==> src/rtl/dmem_pkg.sv <==
// Shared definitions for the data-memory bridge: FSM states and store sizes.
package dmem_pkg;

    typedef enum logic [1:0] {
        ST_IDLE   = 2'd0,
        ST_REQ    = 2'd1,
        ST_WAIT_R = 2'd2,
        ST_DONE   = 2'd3
    } state_t;

    // funct3 encodings of the access size
    localparam logic [2:0] SIZE_B = 3'b000;
    localparam logic [2:0] SIZE_H = 3'b001;
    localparam logic [2:0] SIZE_W = 3'b010;

endpackage

==> src/rtl/store_align.sv <==
// Store lane replication: copies the low byte/half of the store data into
// every lane so the slave can pick the addressed lane with the byte strobes.
module store_align
    import dmem_pkg::*;
(
    input  logic [2:0]  funct3,
    input  logic [31:0] wdata,
    output logic [31:0] wdata_rep
);

    // Replicate according to access size; words pass through untouched
    always_comb begin
        wdata_rep = wdata;
        case (funct3)
            SIZE_B:  wdata_rep = {4{wdata[7:0]}};
            SIZE_H:  wdata_rep = {2{wdata[15:0]}};
            default: wdata_rep = wdata;
        endcase
    end

endmodule

==> src/rtl/dmem_bridge.sv <==
// MEM-stage to memory-bus bridge. Holds the pipeline (stall_m) while a load or
// store is carried out on a req/gnt/rvalid bus, with a per-phase timeout that
// aborts the access and raises a sticky bus_err.
module dmem_bridge
    import dmem_pkg::*;
#(
    parameter int TIMEOUT_CYCLES = 255
) (
    input  logic        clk,
    input  logic        clr_n,
    input  logic        mem_write_m,
    input  logic        mem_read_m,
    input  logic [2:0]  funct3_m,
    input  logic [31:0] addr_m,
    input  logic [31:0] wdata_m,
    input  logic [3:0]  byte_en_m,
    output logic [31:0] rd_data,
    output logic        stall_m,
    output logic        bus_err,
    output logic        bus_req,
    output logic        bus_we,
    output logic [31:0] bus_addr,
    output logic [31:0] bus_wdata,
    output logic [3:0]  bus_be,
    input  logic        bus_gnt,
    input  logic        bus_rvalid,
    input  logic [31:0] bus_rdata
);

    localparam int CW = $clog2(TIMEOUT_CYCLES + 1);

    state_t        state;
    state_t        state_nxt;
    logic [CW-1:0] cnt;
    logic          access;
    logic          latch;
    logic          capture;
    logic          abort;
    logic          last_cycle;
    logic [31:0]   wdata_rep;

    store_align u_store_align (
        .funct3    (funct3_m),
        .wdata     (wdata_m),
        .wdata_rep (wdata_rep)
    );

    // A store with no strobes is a no-op and never reaches the bus
    assign access     = (mem_read_m | mem_write_m) & (|byte_en_m);
    assign last_cycle = (cnt == CW'(TIMEOUT_CYCLES - 1));

    // State register
    always_ff @(posedge clk or negedge clr_n) begin
        if (!clr_n) state <= ST_IDLE;
        else        state <= state_nxt;
    end

    // Next state, stall and bus request; grant wins over a same-cycle timeout
    always_comb begin
        state_nxt = state;
        stall_m   = 1'b0;
        bus_req   = 1'b0;
        latch     = 1'b0;
        capture   = 1'b0;
        abort     = 1'b0;
        case (state)
            ST_IDLE: begin
                if (access) begin
                    stall_m   = 1'b1;
                    latch     = 1'b1;
                    state_nxt = ST_REQ;
                end
            end
            ST_REQ: begin
                stall_m = 1'b1;
                bus_req = 1'b1;
                if (bus_gnt) begin
                    if (bus_we) begin
                        state_nxt = ST_DONE;
                    end else if (bus_rvalid) begin
                        capture   = 1'b1;
                        state_nxt = ST_DONE;
                    end else begin
                        state_nxt = ST_WAIT_R;
                    end
                end else if (last_cycle) begin
                    abort     = 1'b1;
                    state_nxt = ST_DONE;
                end
            end
            ST_WAIT_R: begin
                stall_m = 1'b1;
                if (bus_rvalid) begin
                    capture   = 1'b1;
                    state_nxt = ST_DONE;
                end else if (last_cycle) begin
                    abort     = 1'b1;
                    state_nxt = ST_DONE;
                end
            end
            ST_DONE: begin
                state_nxt = ST_IDLE;
            end
            default: state_nxt = ST_IDLE;
        endcase
    end

    // Wait counter restarts on every state change and runs only in REQ/WAIT_R
    always_ff @(posedge clk or negedge clr_n) begin
        if (!clr_n) begin
            cnt <= '0;
        end else if (state_nxt != state) begin
            cnt <= '0;
        end else if (state == ST_REQ || state == ST_WAIT_R) begin
            cnt <= cnt + CW'(1);
        end
    end

    // Latched request fields, captured read word and sticky error flag
    always_ff @(posedge clk or negedge clr_n) begin
        if (!clr_n) begin
            bus_we    <= 1'b0;
            bus_be    <= 4'b0000;
            bus_addr  <= 32'h0;
            bus_wdata <= 32'h0;
            rd_data   <= 32'h0;
            bus_err   <= 1'b0;
        end else begin
            if (latch) begin
                bus_we    <= mem_write_m;
                bus_be    <= byte_en_m;
                bus_addr  <= addr_m & 32'hFFFF_FFFC;
                bus_wdata <= wdata_rep;
            end
            if (capture)    rd_data <= bus_rdata;
            else if (abort) rd_data <= 32'h0;
            if (abort) bus_err <= 1'b1;
        end
    end

endmodule

==> config.mk <==
export PLATFORM = sky130hd
export DESIGN_NAME = dmem_bridge
export DESIGN_NICKNAME = d
export VERILOG_FILES = /design/src/rtl/dmem_pkg.sv /design/src/rtl/store_align.sv /design/src/rtl/dmem_bridge.sv
export SDC_FILE = /design/constraint.sdc
export NUM_CORES = 1
export LEC_CHECK = 0
export CELL_PAD_IN_SITES_DETAIL_PLACEMENT = 0
export CELL_PAD_IN_SITES_GLOBAL_PLACEMENT = 2
export CORE_MARGIN = 1
export CORE_UTILIZATION = 26
export DETAILED_ROUTE_END_ITERATION = 8
export PLACE_DENSITY = 0.92
export SLEW_MARGIN = 0
export SYNTH_ARGS = -nofsm -noshare
export SYNTH_HDL_FRONTEND = slang
export SYNTH_SLANG_ARGS = --single-unit
==> constraint.sdc <==
create_clock -name clk -period 3.1 [get_ports clk]
set_input_delay 0.93 -clock clk [delete_from_list [all_inputs] [get_ports clk]]
set_output_delay 0.93 -clock clk [all_outputs]
set_load 0.1 [all_outputs]
Word level (Yosys, flattened, before mapping)
Cells that the tools add are included.
{ "word_totals": {"ff_bits": 110, "latchBits": 0, "mem_bits_rw": 0, "rom_bits": 0, "inputBits": 109, "output_inout_bits": 104, "mem_count": 0} }
{ "classes": {"n_addsub": 1, "multipliers": 0, "n_div": 0, "n_lt_le_gt_ge": 0, "n_eq_ne": 6, "shifts": 0, "n_mux": 24, "bitwise": 2, "n_reduce_logical": 7} }
{ "op_table": {"columns": ["cell", "n"], "rows": [
  ["32-bit 2-to-1 mux", 2],
  ["32-bit one-hot mux with 2 select lines", 1],
  ["8-bit 2-to-1 mux", 2],
  ["1-bit 2-to-1 mux", 11],
  ["8-bit by 1-bit adder with 8-bit output, second input constant", 1],
  ["8-bit equality test, second input constant", 1],
  ["2-bit 2-to-1 mux", 4],
  ["2-bit one-hot mux with 4 select lines", 1],
  ["1-bit one-hot mux with 2 select lines", 3],
  ["2-bit equality test, second input constant", 2],
  ["2-bit nonzero test", 2],
  ["4-bit OR reduction", 1],
  ["3-bit by 1-bit equality test with 1-bit output, second input constant", 1],
  ["3-bit logical NOT", 1],
  ["2-bit by 1-bit equality test with 1-bit output, second input constant", 1],
  ["2-bit logical NOT", 1],
  ["2-bit inequality test", 1],
  ["2-bit OR reduction", 1],
  ["1-bit AND", 1],
  ["1-bit logical OR", 1],
  ["1-bit OR", 1]
]} }

Longest topological paths before layout
Gate-level depths: netlist of run 1.
{ "depth": {"word_depth": 6, "depth_mapped": 8, "ltp_nobuf": 7} }

By module
Synthesis of run 1 repeated with hierarchy kept, for this count alone.
{ "unflattened": {"hier_cells": 356, "area_unflattened_um2": 4952.2} }
{ "modules_own_cells": {"columns": ["mod", "n_inst", "cells_per_inst", "area_each_um2", "seq_area_each_um2"], "rows": [
  ["dmem_bridge", 1, 301, 4471.8, 2752.6],
  ["store_align", 1, 55, 480.5, 0.0]
]} }

Worst setup path before layout of run 1
Ideal clock, no wire load.
{ "synth_path": {"path_kind": "in2out", "start": "in mem_write_m", "end": "out stall_m", "arrival_time_ns": 3.000, "slack_ns": -0.830, "cell_stages": 6, "n_path_buf": 2, "path_cell_list": "nor2_1 -> nor2_1 -> nand2_1 -> buf_4 -> buf_2 -> a21oi_1"} }
{ "synth_via": {"elab_chain_cells": 4} }
{ "synth_rtl": {"columns": ["element", "line_no", "text"], "rows": [
  ["from (decl)", "dmem_bridge.sv:11", "input logic mem_write_m,"],
  ["1-bit OR", "dmem_bridge.sv:49", "assign access = (mem_read_m | mem_write_m) & (|byte_en_m);"],
  ["1-bit AND", "dmem_bridge.sv:49", null],
  ["1-bit 2-to-1 mux", "dmem_bridge.sv:68", "if (access) begin"],
  ["1-bit one-hot mux with 2 select lines", "dmem_bridge.sv:66", "case (state)"],
  ["to (decl)", "dmem_bridge.sv:18", "output logic stall_m,"]
]} }
Every way passes these cells.

Final worst setup path of run 1
{ "layout_path": {"start": "in byte_en_m[2]", "end": "out stall_m"} }
{ "layout_via": {"elab_chain_cells": 4} }
{ "layout_rtl": {"columns": ["element", "line_no", "text"], "rows": [
  ["from (decl)", "dmem_bridge.sv:16", "input logic [3:0] byte_en_m,"],
  ["4-bit OR reduction", "dmem_bridge.sv:49", null],
  ["1-bit AND", "dmem_bridge.sv:49", null],
  ["1-bit 2-to-1 mux", "dmem_bridge.sv:68", null],
  ["1-bit one-hot mux with 2 select lines", "dmem_bridge.sv:66", null]
]} }
Every way passes these cells.

==> results of run 1 <==
[synth_stat cells, types with 3 or more instances]
cell type / count
ha_1: 8
nor2_1: 18
dfrtp_1: 110
a22o_1: 32
nor3_1: 3
nand4_1: 4
buf_2: 8
nand2_1: 36
mux2i_1: 24
xor2_1: 5
buf_4: 7
o21ai_0: 35
o21a_1: 3
buf_6: 3
a21oi_1: 4
inv_1: 6
clkbuf_1: 5
mux2_2: 43
[critical path: cells and delay by family]
| family | cells | cell delay, ps |
|---|---|---|
| AO/OA/AOI/OAI | 1 | 170 |
| buffers and inverters | 2 | 720 |
| AND/OR/NAND/NOR | 3 | 290 |
[sequential cells by signal (all words and copies together), names as in the netlist]
register,cells
rd_data,32
bus_we,1
bus_addr,30
state,2
bus_be,4
bus_err,1
bus_wdata,32
cnt,8
[layout make-up]
class	instances	share of cell area (%)
sequential	110	38.3
timing repair buffer	221	27.1
multi-input combinational	238	25.8
tap	225	3.92
clock buffer	9	3.14
clock inverter	7	1.43
inverter	6	0.314
antenna	1	0.0348
[kinds of logic (layout without fill, tap and decap cells)]
logic type      after synthesis  in the layout  share of synthesized area, %
other cells                   1              3                        0.0794
mux                          67             67                          15.3
xor+xnor                      7              7                          1.30
buf+inv                      29            243                          3.55
compound gates               82             82                          12.2
simple gates                 72             72                          7.15
fa+ha+maj                     8              8                          2.12
flops                       110            110                          58.3
[repair_timing]
item	CTS	global route
pin swaps	1	1
resized for setup	6	0
endpoints found under the setup margin	1	1
endpoints found under the hold margin	0	0
[worst max-delay path by stage]
stage | start | endpoint | slack (ps)
6_report | byte_en_m[2] | stall_m | 50
3_3_place_gp | byte_en_m[3] | bus_wdata[29]$_DFFE_PN0P_ | -200
2_1_floorplan | mem_write_m | stall_m | 80
3_5_place_dp | byte_en_m[3] | bus_wdata[26]$_DFFE_PN0P_ | -210
4_1_cts | byte_en_m[2] | stall_m | 30
5_1_grt | byte_en_m[2] | stall_m | 8
[metrics by stage]
stage | setup TNS, ps | hold slack [ps] | utilization (%)
2_1_floorplan | 0 | 519 | -
3_3_place_gp | -10280 | 468 | 39.0
3_5_place_dp | -10160 | 467 | 39.0
4_1_cts | 0 | 491 | 40.9
5_1_grt | 0 | 512 | 41.0
6_report | 0 | 488 | 41.0
[layer usage]
metal,up-vias,GRT usage (%)
li1,1752,-
met1,1789,17.2
met2,137,21.7
met3,16,3.81
met4,0,5.49
met5,-,0
==> results_dict.tcl, run 1 <==
set metrics [dict create \
    status "complete, no violations" \
    path_clk_slew_ps 70 \
    r2r_setup_slack_ps 790 \
    finalHoldViolCount 0 \
    dp_worst_setup_slack_ps -212 \
    timing.final.ws_setup_ps 53.7 \
    path_max_fanout 2 \
    drive_gt1_share_pct 32.0 \
    fp.dieH_um 137 \
    hold_end "bus_wdata[17]$_DFFE_PN0P_" \
    rows 48 \
    end_kind "output pin" \
    tightest_slew_ps 794 \
    multiInputGateArea_um2 1850 \
    fin_crit_sh_pct 98.3 \
    wl_um 12500 \
    critPathArrivalTime_ps 2120 \
    fill_cells 1652 \
    area_delta_synth_final_pct 52.1 \
    grtUsageTotal_pct 13.6 \
    finalNonFillerCells 817 \
    synthFlopType "dfrtp_1" \
    slew_headroom_pct 47.1 \
    post-route-min-period_ps 3050 \
    port_buffers 208 \
    synth_area_um2 4720 \
    clockRootBuffer "clkbuf_16" \
    min_path_type "flop to flop" \
    antenna_found_initial 1 \
    synth_cells 376 \
    clk-insertion-delay-late_ps 350 \
    yosysTopAreaCellShare_pct 58.3 \
    slowest_stage "clkdlybuf4s50_1" \
    m1WireLength_um 5340 \
    postCtsHoldBufs 0 \
    drv_slew 0 \
    max_stage_delay_ps 530 \
    layout_common_cells "buf_4, dfrtp_1, clkdlybuf4s50_1, mux2_2" \
    die_w_um 137 \
    yosysSeqAreaShare_pct 58.3 \
    r2r-start "state[1]$_DFF_PN0_" \
    drcViolationCount 0 \
    ctsHtreeMaxLevel 3 \
    stdcell_area_um2 7180 \
    worstPathRequired_ps 2170 \
    clk_path_buf_depth 2 \
    viasPerCell 4.52 \
    worst_clock_skew_ps 8.22 \
    synth_seq_cells 110 \
    fmax_mhz 328 \
    antenna_left 0 \
    path_cells "clkdlybuf4s50_1, nor4_4, nor2_2, nand2_4, a21oi_4, buf_12" \
    r2r_cells 7 \
    grt_max_degree 69 \
    worst_hold_path.num_cells 2 \
    syn_area_per_cell_um2 12.6 \
    grt_pass1_wl_um 19400 \
    synthTopCellsByArea "dfrtp_1, mux2_2, a22o_1" \
    numCtsBuffers 9 \
    ys_types 36 \
    grt_overflow 0 \
    route.vias.total 3694 \
    synthArstFlopShare_pct 100 \
    cts_setup_buffers 0 \
    dr_wl_met2_um 5950 \
    place_area_um2 6840 \
    drv_cap 0 \
    start_util_pct 26.9 \
    hold_start "bus_wdata[17]$_DFFE_PN0P_" \
    wl_per_cell_um 15.3 \
    r2r-end "cnt[6]$_DFFE_PN0P_" \
    cts_tree "yes" \
    yosysTopAreaCell "dfrtp_1" \
    rsz0062_at_grt "no" \
    ys_warn_count 0 \
    dp_cells 800 \
    crit_type "input pin to output pin" \
    seq_area_um2 2750 \
    dp.final_hpwl_um 9330 \
    dr.first_iter.drc_count 124 \
    io_pins 213 \
    wl_met3_um 970 \
    grt_pass1_vias 3774 \
    mostFrequentLayoutCell "buf_4" \
    layout.nets 703 \
    top_layer "met4" \
    firstDrtPassIters 4 \
    setup_viol 0 \
    critPathLaunchType "input pin" \
    synth-edff-count 0 \
    die_area_um2 18700 \
    cts_sinks 110 \
    place_congestion 0.796 \
    core_area_um2 17500 \
]
Power of run 1 is not shown: default switching activity piles up to over one toggle a cycle in this logic, so the estimate is an artifact.
==> run 2: changes to the inputs <==
--- a/config.mk
+++ b/config.mk
@@ -5,9 +5,10 @@
 export SDC_FILE = /design/constraint.sdc
 export NUM_CORES = 1
 export LEC_CHECK = 0
+export CAP_MARGIN = 20
 export CELL_PAD_IN_SITES_DETAIL_PLACEMENT = 0
 export CELL_PAD_IN_SITES_GLOBAL_PLACEMENT = 2
-export CORE_MARGIN = 1
+export CORE_MARGIN = 5
 export CORE_UTILIZATION = 26
 export DETAILED_ROUTE_END_ITERATION = 8
 export PLACE_DENSITY = 0.92
==> results_dict.tcl, run 2 (same netlist as run 1, synthesis figures left out) <==
set metrics [dict create \
    port_buffers 208 \
    drcViolationCount 0 \
    fin_crit_sh_pct 96.6 \
    wl_um 13200 \
    rows 49 \
    final_core_util_pct 40.1 \
    layout.nets 701 \
    reg.largest.list "bus_wdata: 32 flops, rd_data: 32 flops, bus_addr: 30 flops" \
    grt_overflow 0 \
    drv_slew 0 \
    layout_common_cells "buf_4, dfrtp_1, clkdlybuf4s50_1, mux2_2" \
    core_area_um2 17900 \
    status "complete, no violations" \
    slowest_stage "clkdlybuf4s50_1" \
    die_area_um2 21000 \
    fill_cells 1717 \
    fp.dieH_um 145 \
    seq_area_um2 2750 \
    post-route-min-period_ps 2990 \
    wl_per_cell_um 16.2 \
    slew_headroom_pct 61.1 \
    clk-insertion-delay-late_ps 350 \
    critPathArrivalTime_ps 2060 \
    grt_pass1_wl_um 20500 \
    antenna_cells 0 \
    die_w_um 145 \
    numCtsBuffers 9 \
    tightest_slew_ps 582 \
    firstDrtPassIters 4 \
    antenna_found_initial 0 \
    multiInputGateArea_um2 1860 \
    ctsHtreeMaxLevel 3 \
    route.vias.total 3700 \
    mostFrequentLayoutCell "buf_4" \
    dp.final_hpwl_um 10000 \
    end_kind "output pin" \
    cts_tree "yes" \
    antenna_left 0 \
    setup_viol 0 \
    critPathLaunchType "input pin" \
    path_clk_slew_ps 70 \
    drive_gt1_share_pct 31.8 \
    postCtsHoldBufs 0 \
    viasPerCell 4.53 \
    cts_sinks 110 \
    fmax_mhz 334 \
    clockRootBuffer "clkbuf_16" \
    finalHoldViolCount 0 \
    max_stage_delay_ps 500 \
    io_pins 213 \
    rsz0062_at_grt "no" \
    worstPathRequired_ps 2170 \
    area_delta_synth_final_pct 52.0 \
    place_congestion 0.758 \
    crit_type "input pin to output pin" \
    grtUsageTotal_pct 12.4 \
    grt_pass1_vias 3911 \
    min_path_type "flop to flop" \
    path_cells "clkdlybuf4s50_1, nor2_2, nor2_4, nand2_4, a21oi_4, buf_12" \
    worst_clock_skew_ps 10.7 \
    grt_max_degree 85 \
    dr.first_iter.drc_count 125 \
    clk_path_buf_depth 2 \
    drv_cap 0 \
    start_util_pct 26.4 \
    path_max_fanout 3 \
]
## run 2: metrics by stage
step	instances	TNS (ps)	worst slack [ps]	instance area (µm²)	hold slack, ps
after floorplan	377	0	79.5	4740	519
after global placement	802	-153	-153	6840	468
after detailed placement	802	-151	-151	6840	470
after CTS	817	0	33.5	7170	487
after global routing	817	0	7.68	7180	506
final	817	0	106	7180	482
## run 2: worst max-delay path: cells and delay by family
kind                   cells  cell delay [ps]
buffers and inverters      2              690
AND/OR/NAND/NOR            3              300
AO/OA/AOI/OAI              1              140
## run 2: worst paths after layout
path                                      startpoint                        end  slack, ps  cells past startpoint
max reg2reg                       state[1]$_DFF_PN0_         cnt[2]$_DFFE_PN0P_        830                      7
min                        bus_wdata[17]$_DFFE_PN0P_  bus_wdata[17]$_DFFE_PN0P_        480                      2
min reg2reg                bus_wdata[17]$_DFFE_PN0P_  bus_wdata[17]$_DFFE_PN0P_        480                      2
max in group asynchronous                      clr_n         cnt[4]$_DFFE_PN0P_       1810                      2
min in group asynchronous                      clr_n   bus_addr[20]$_DFFE_PN0P_        570                      1
max                                      mem_write_m                    stall_m        110                      6
## run 2: final cells by class
cell class / count / share of cell area, %
Clock inverter: 6 / 1.32
Timing Repair Buffer: 219 / 27.0
Sequential cell: 110 / 38.3
Tap cell: 229 / 3.99
Multi-Input combinational cell: 238 / 25.9
Inverter: 6 / 0.314
Clock buffer: 9 / 3.14
## run 2: what timing repair did
| action | in CTS | in global routing |
|---|---|---|
| setup buffers | 0 | 0 |
| endpoints found under the setup margin | 1 | 1 |
| pin swaps | 1 | 2 |
| gates cloned | 0 | 0 |
| gates resized for setup | 7 | 2 |
## run 2: routing by layer
metal | vias up | part of all wire [%] | GRT usage (%)
met2 | 145 | 47 | 20.0
met4 | 0 | 1.6 | 4.57
met5 | - | 0 | 0
li1 | 1750 | - | -
met3 | 14 | 9.3 | 3.35
met1 | 1791 | 42 | 16.1
Power of run 2 is left out for the same reason.
==> run 3: changes to the inputs <==
--- a/config.mk
+++ b/config.mk
@@ -5,14 +5,17 @@
 export SDC_FILE = /design/constraint.sdc
 export NUM_CORES = 1
 export LEC_CHECK = 0
+export ABC_AREA = 1
 export CAP_MARGIN = 20
 export CELL_PAD_IN_SITES_DETAIL_PLACEMENT = 0
 export CELL_PAD_IN_SITES_GLOBAL_PLACEMENT = 2
 export CORE_MARGIN = 5
-export CORE_UTILIZATION = 26
+export CORE_UTILIZATION = 24
+export CTS_BUF_LIST = sky130_fd_sc_hd__clkbuf_4 sky130_fd_sc_hd__clkbuf_8
 export DETAILED_ROUTE_END_ITERATION = 8
-export PLACE_DENSITY = 0.92
+export PLACE_DENSITY = 0.94
 export SLEW_MARGIN = 0
 export SYNTH_ARGS = -nofsm -noshare
 export SYNTH_HDL_FRONTEND = slang
+export SYNTH_HIERARCHICAL = 1
 export SYNTH_SLANG_ARGS = --single-unit
==> results_dict.tcl, run 3 <==
set metrics [dict create \
    antenna_found_initial 0 \
    grt_overflow 0 \
    yosysTopAreaCellShare_pct 55.4 \
    setup_viol 0 \
    grt_pass1_vias 4452 \
    synth_seq_cells 110 \
    port_buffers 208 \
    worstPathRequired_ps 2170 \
    clk_path_buf_depth 2 \
    rsz0062_at_grt "no" \
    slowest_stage "clkdlybuf4s50_1" \
    tightest_slew_ps 649 \
    yosysSeqAreaShare_pct 55.4 \
    die_area_um2 23700 \
    mostFrequentLayoutCell "nand2_1" \
    area_delta_synth_final_pct 45.7 \
    wl_per_cell_um 14.1 \
    yosysTopAreaCell "dfrtp_1" \
    ys_warn_count 6 \
    end_kind "output pin" \
    layout.nets 926 \
    fin_crit_sh_pct 96.1 \
    route.vias.total 4476 \
    synth-edff-count 0 \
    syn_area_per_cell_um2 8.07 \
    grt_pass1_wl_um 24300 \
    synthTopCellsByArea "dfrtp_1, nand2_1, nand3_1" \
    ys_types 27 \
    grt_max_degree 54 \
    numCtsBuffers 9 \
    place_congestion 0.783 \
    r2r_setup_slack_ps 1030 \
    cts_tree "yes" \
    finalHoldViolCount 0 \
    clockRootBuffer "clkbuf_8" \
    slew_headroom_pct 56.7 \
    synth_common_cells "nand2_1, dfrtp_1, nand3_1, nor2_1, inv_1" \
    antenna_left 0 \
    rows 52 \
    start_util_pct 24.5 \
    synthArstFlopShare_pct 100 \
    max_stage_delay_ps 480 \
    min_path_type "flop to flop" \
    clk-insertion-delay-late_ps 400 \
    layout_common_cells "nand2_1, dfrtp_1, buf_4, clkdlybuf4s50_1, nand3_1" \
    final_core_util_pct 35.7 \
    grtUsageTotal_pct 12.8 \
    r2r-start "state[1]$_DFF_PN0_" \
    fp.dieH_um 154 \
    critPathLaunch "mem_write_m" \
    critPathArrivalTime_ps 2050 \
    r2r-end "rd_data[5]$_DFFE_PN0P_" \
    synth_cells 616 \
    io_pins 213 \
    synth_area_um2 4970 \
    critPathLaunchType "input pin" \
    fmax_mhz 336 \
    path_cells "clkdlybuf4s50_1, or2_1, nand3_2, a21oi_4, buf_12" \
    core_area_um2 20300 \
    endpoint "stall_m" \
    status "complete, no violations" \
    reg.largest.list "bus_wdata: 32 flops, rd_data: 32 flops, bus_addr: 30 flops" \
    ctsHtreeMaxLevel 3 \
    yosysMostFrequentCell "nand2_1" \
    dp.final_hpwl_um 10800 \
    die_w_um 154 \
    path_clk_slew_ps 110 \
    drv_slew 0 \
    drv_cap 0 \
    viasPerCell 4.13 \
    setup_tns_ps 0 \
    postCtsHoldBufs 0 \
    antenna_cells 0 \
    dr.first_iter.drc_count 217 \
    post-route-min-period_ps 2980 \
    cts_sinks 110 \
    path_max_fanout 2 \
    worst_clock_skew_ps 16.3 \
    r2r_cells 8 \
    crit_type "input pin to output pin" \
    drcViolationCount 0 \
    wl_um 15300 \
    synthFlopType "dfrtp_1" \
    firstDrtPassIters 4 \
    drive_gt1_share_pct 17.2 \
]
-- run 3: kinds of logic (layout without fill, tap and decap cells) --
group | Yosys count | after routing | share of synthesized area, %
AO/OA/AOI/OAI | 9 | 9 | 1.03
XOR/XNOR | 6 | 6 | 1.06
adder cells (fa/ha/maj) | 8 | 8 | 2.01
buffers and inverters | 57 | 254 | 6.16
flip-flops | 110 | 110 | 55.4
other | 1 | 2 | 0.0754
AND/OR/NAND/NOR | 425 | 425 | 34.3
-- run 3: per-layer routing --
layer / vias up / part of all wire, % / track usage, %
met1: 2064 / 44 / 16.2
met4: 0 / 2.1 / 4.84
li1: 2271 / - / -
met3: 17 / 7.7 / 4.47
met5: - / 0 / 0
met2: 124 / 46 / 20.2
-- run 3: final cells by class --
type                    instances  area (µm²)
fillers                      2174       13100
flip-flops and latches        110        2750
repair buffers                219        1960
multi-input cells             450        1930
well taps                     270         338
clock buffers                   9         124
clock inverters                 7        73.8
inverters                      19        71.3
-- run 3: what timing repair did --
| item | 4_1_cts | 5_1_grt |
|---|---|---|
| resized for setup | 0 | 1 |
| buffers inserted | 0 | 0 |
| setup endpoints to repair | 0 | 1 |
-- run 3: per-stage QoR --
stage          instance area, µm²  setup slack [ps]  hold WS (ps)  cells
2_1_floorplan                4990               199           520    617
3_3_place_gp                 7050              60.4           448   1068
3_5_place_dp                 7050              64.0           460   1068
4_1_cts                      7240              61.2           491   1084
5_1_grt                      7250              26.7           515   1084
6_report                     7250               122           480   1084
-- run 3: worst min-delay path by stage --
stage,start,endpoint,slack [ps],cells past startpoint
floorplan,cnt[7]$_DFFE_PN0P_,cnt[7]$_DFFE_PN0P_,520,2
global placement,bus_err$_DFFE_PN0P_,bus_err$_DFFE_PN0P_,450,2
detailed placement,bus_err$_DFFE_PN0P_,bus_err$_DFFE_PN0P_,460,2
CTS,bus_err$_DFFE_PN0P_,bus_err$_DFFE_PN0P_,490,2
global route,bus_addr[27]$_DFFE_PN0P_,bus_addr[27]$_DFFE_PN0P_,520,2
finish,bus_err$_DFFE_PN0P_,bus_err$_DFFE_PN0P_,480,2
-- run 3: critical path, delay by kind of cell --
| kind | cells | cell delay (ps) |
|---|---|---|
| and+or+nand+nor | 2 | 280 |
| AOI/OAI and AO/OA | 1 | 170 |
| buffers and inverters | 2 | 670 |
Power of run 3 is left out for the same reason.
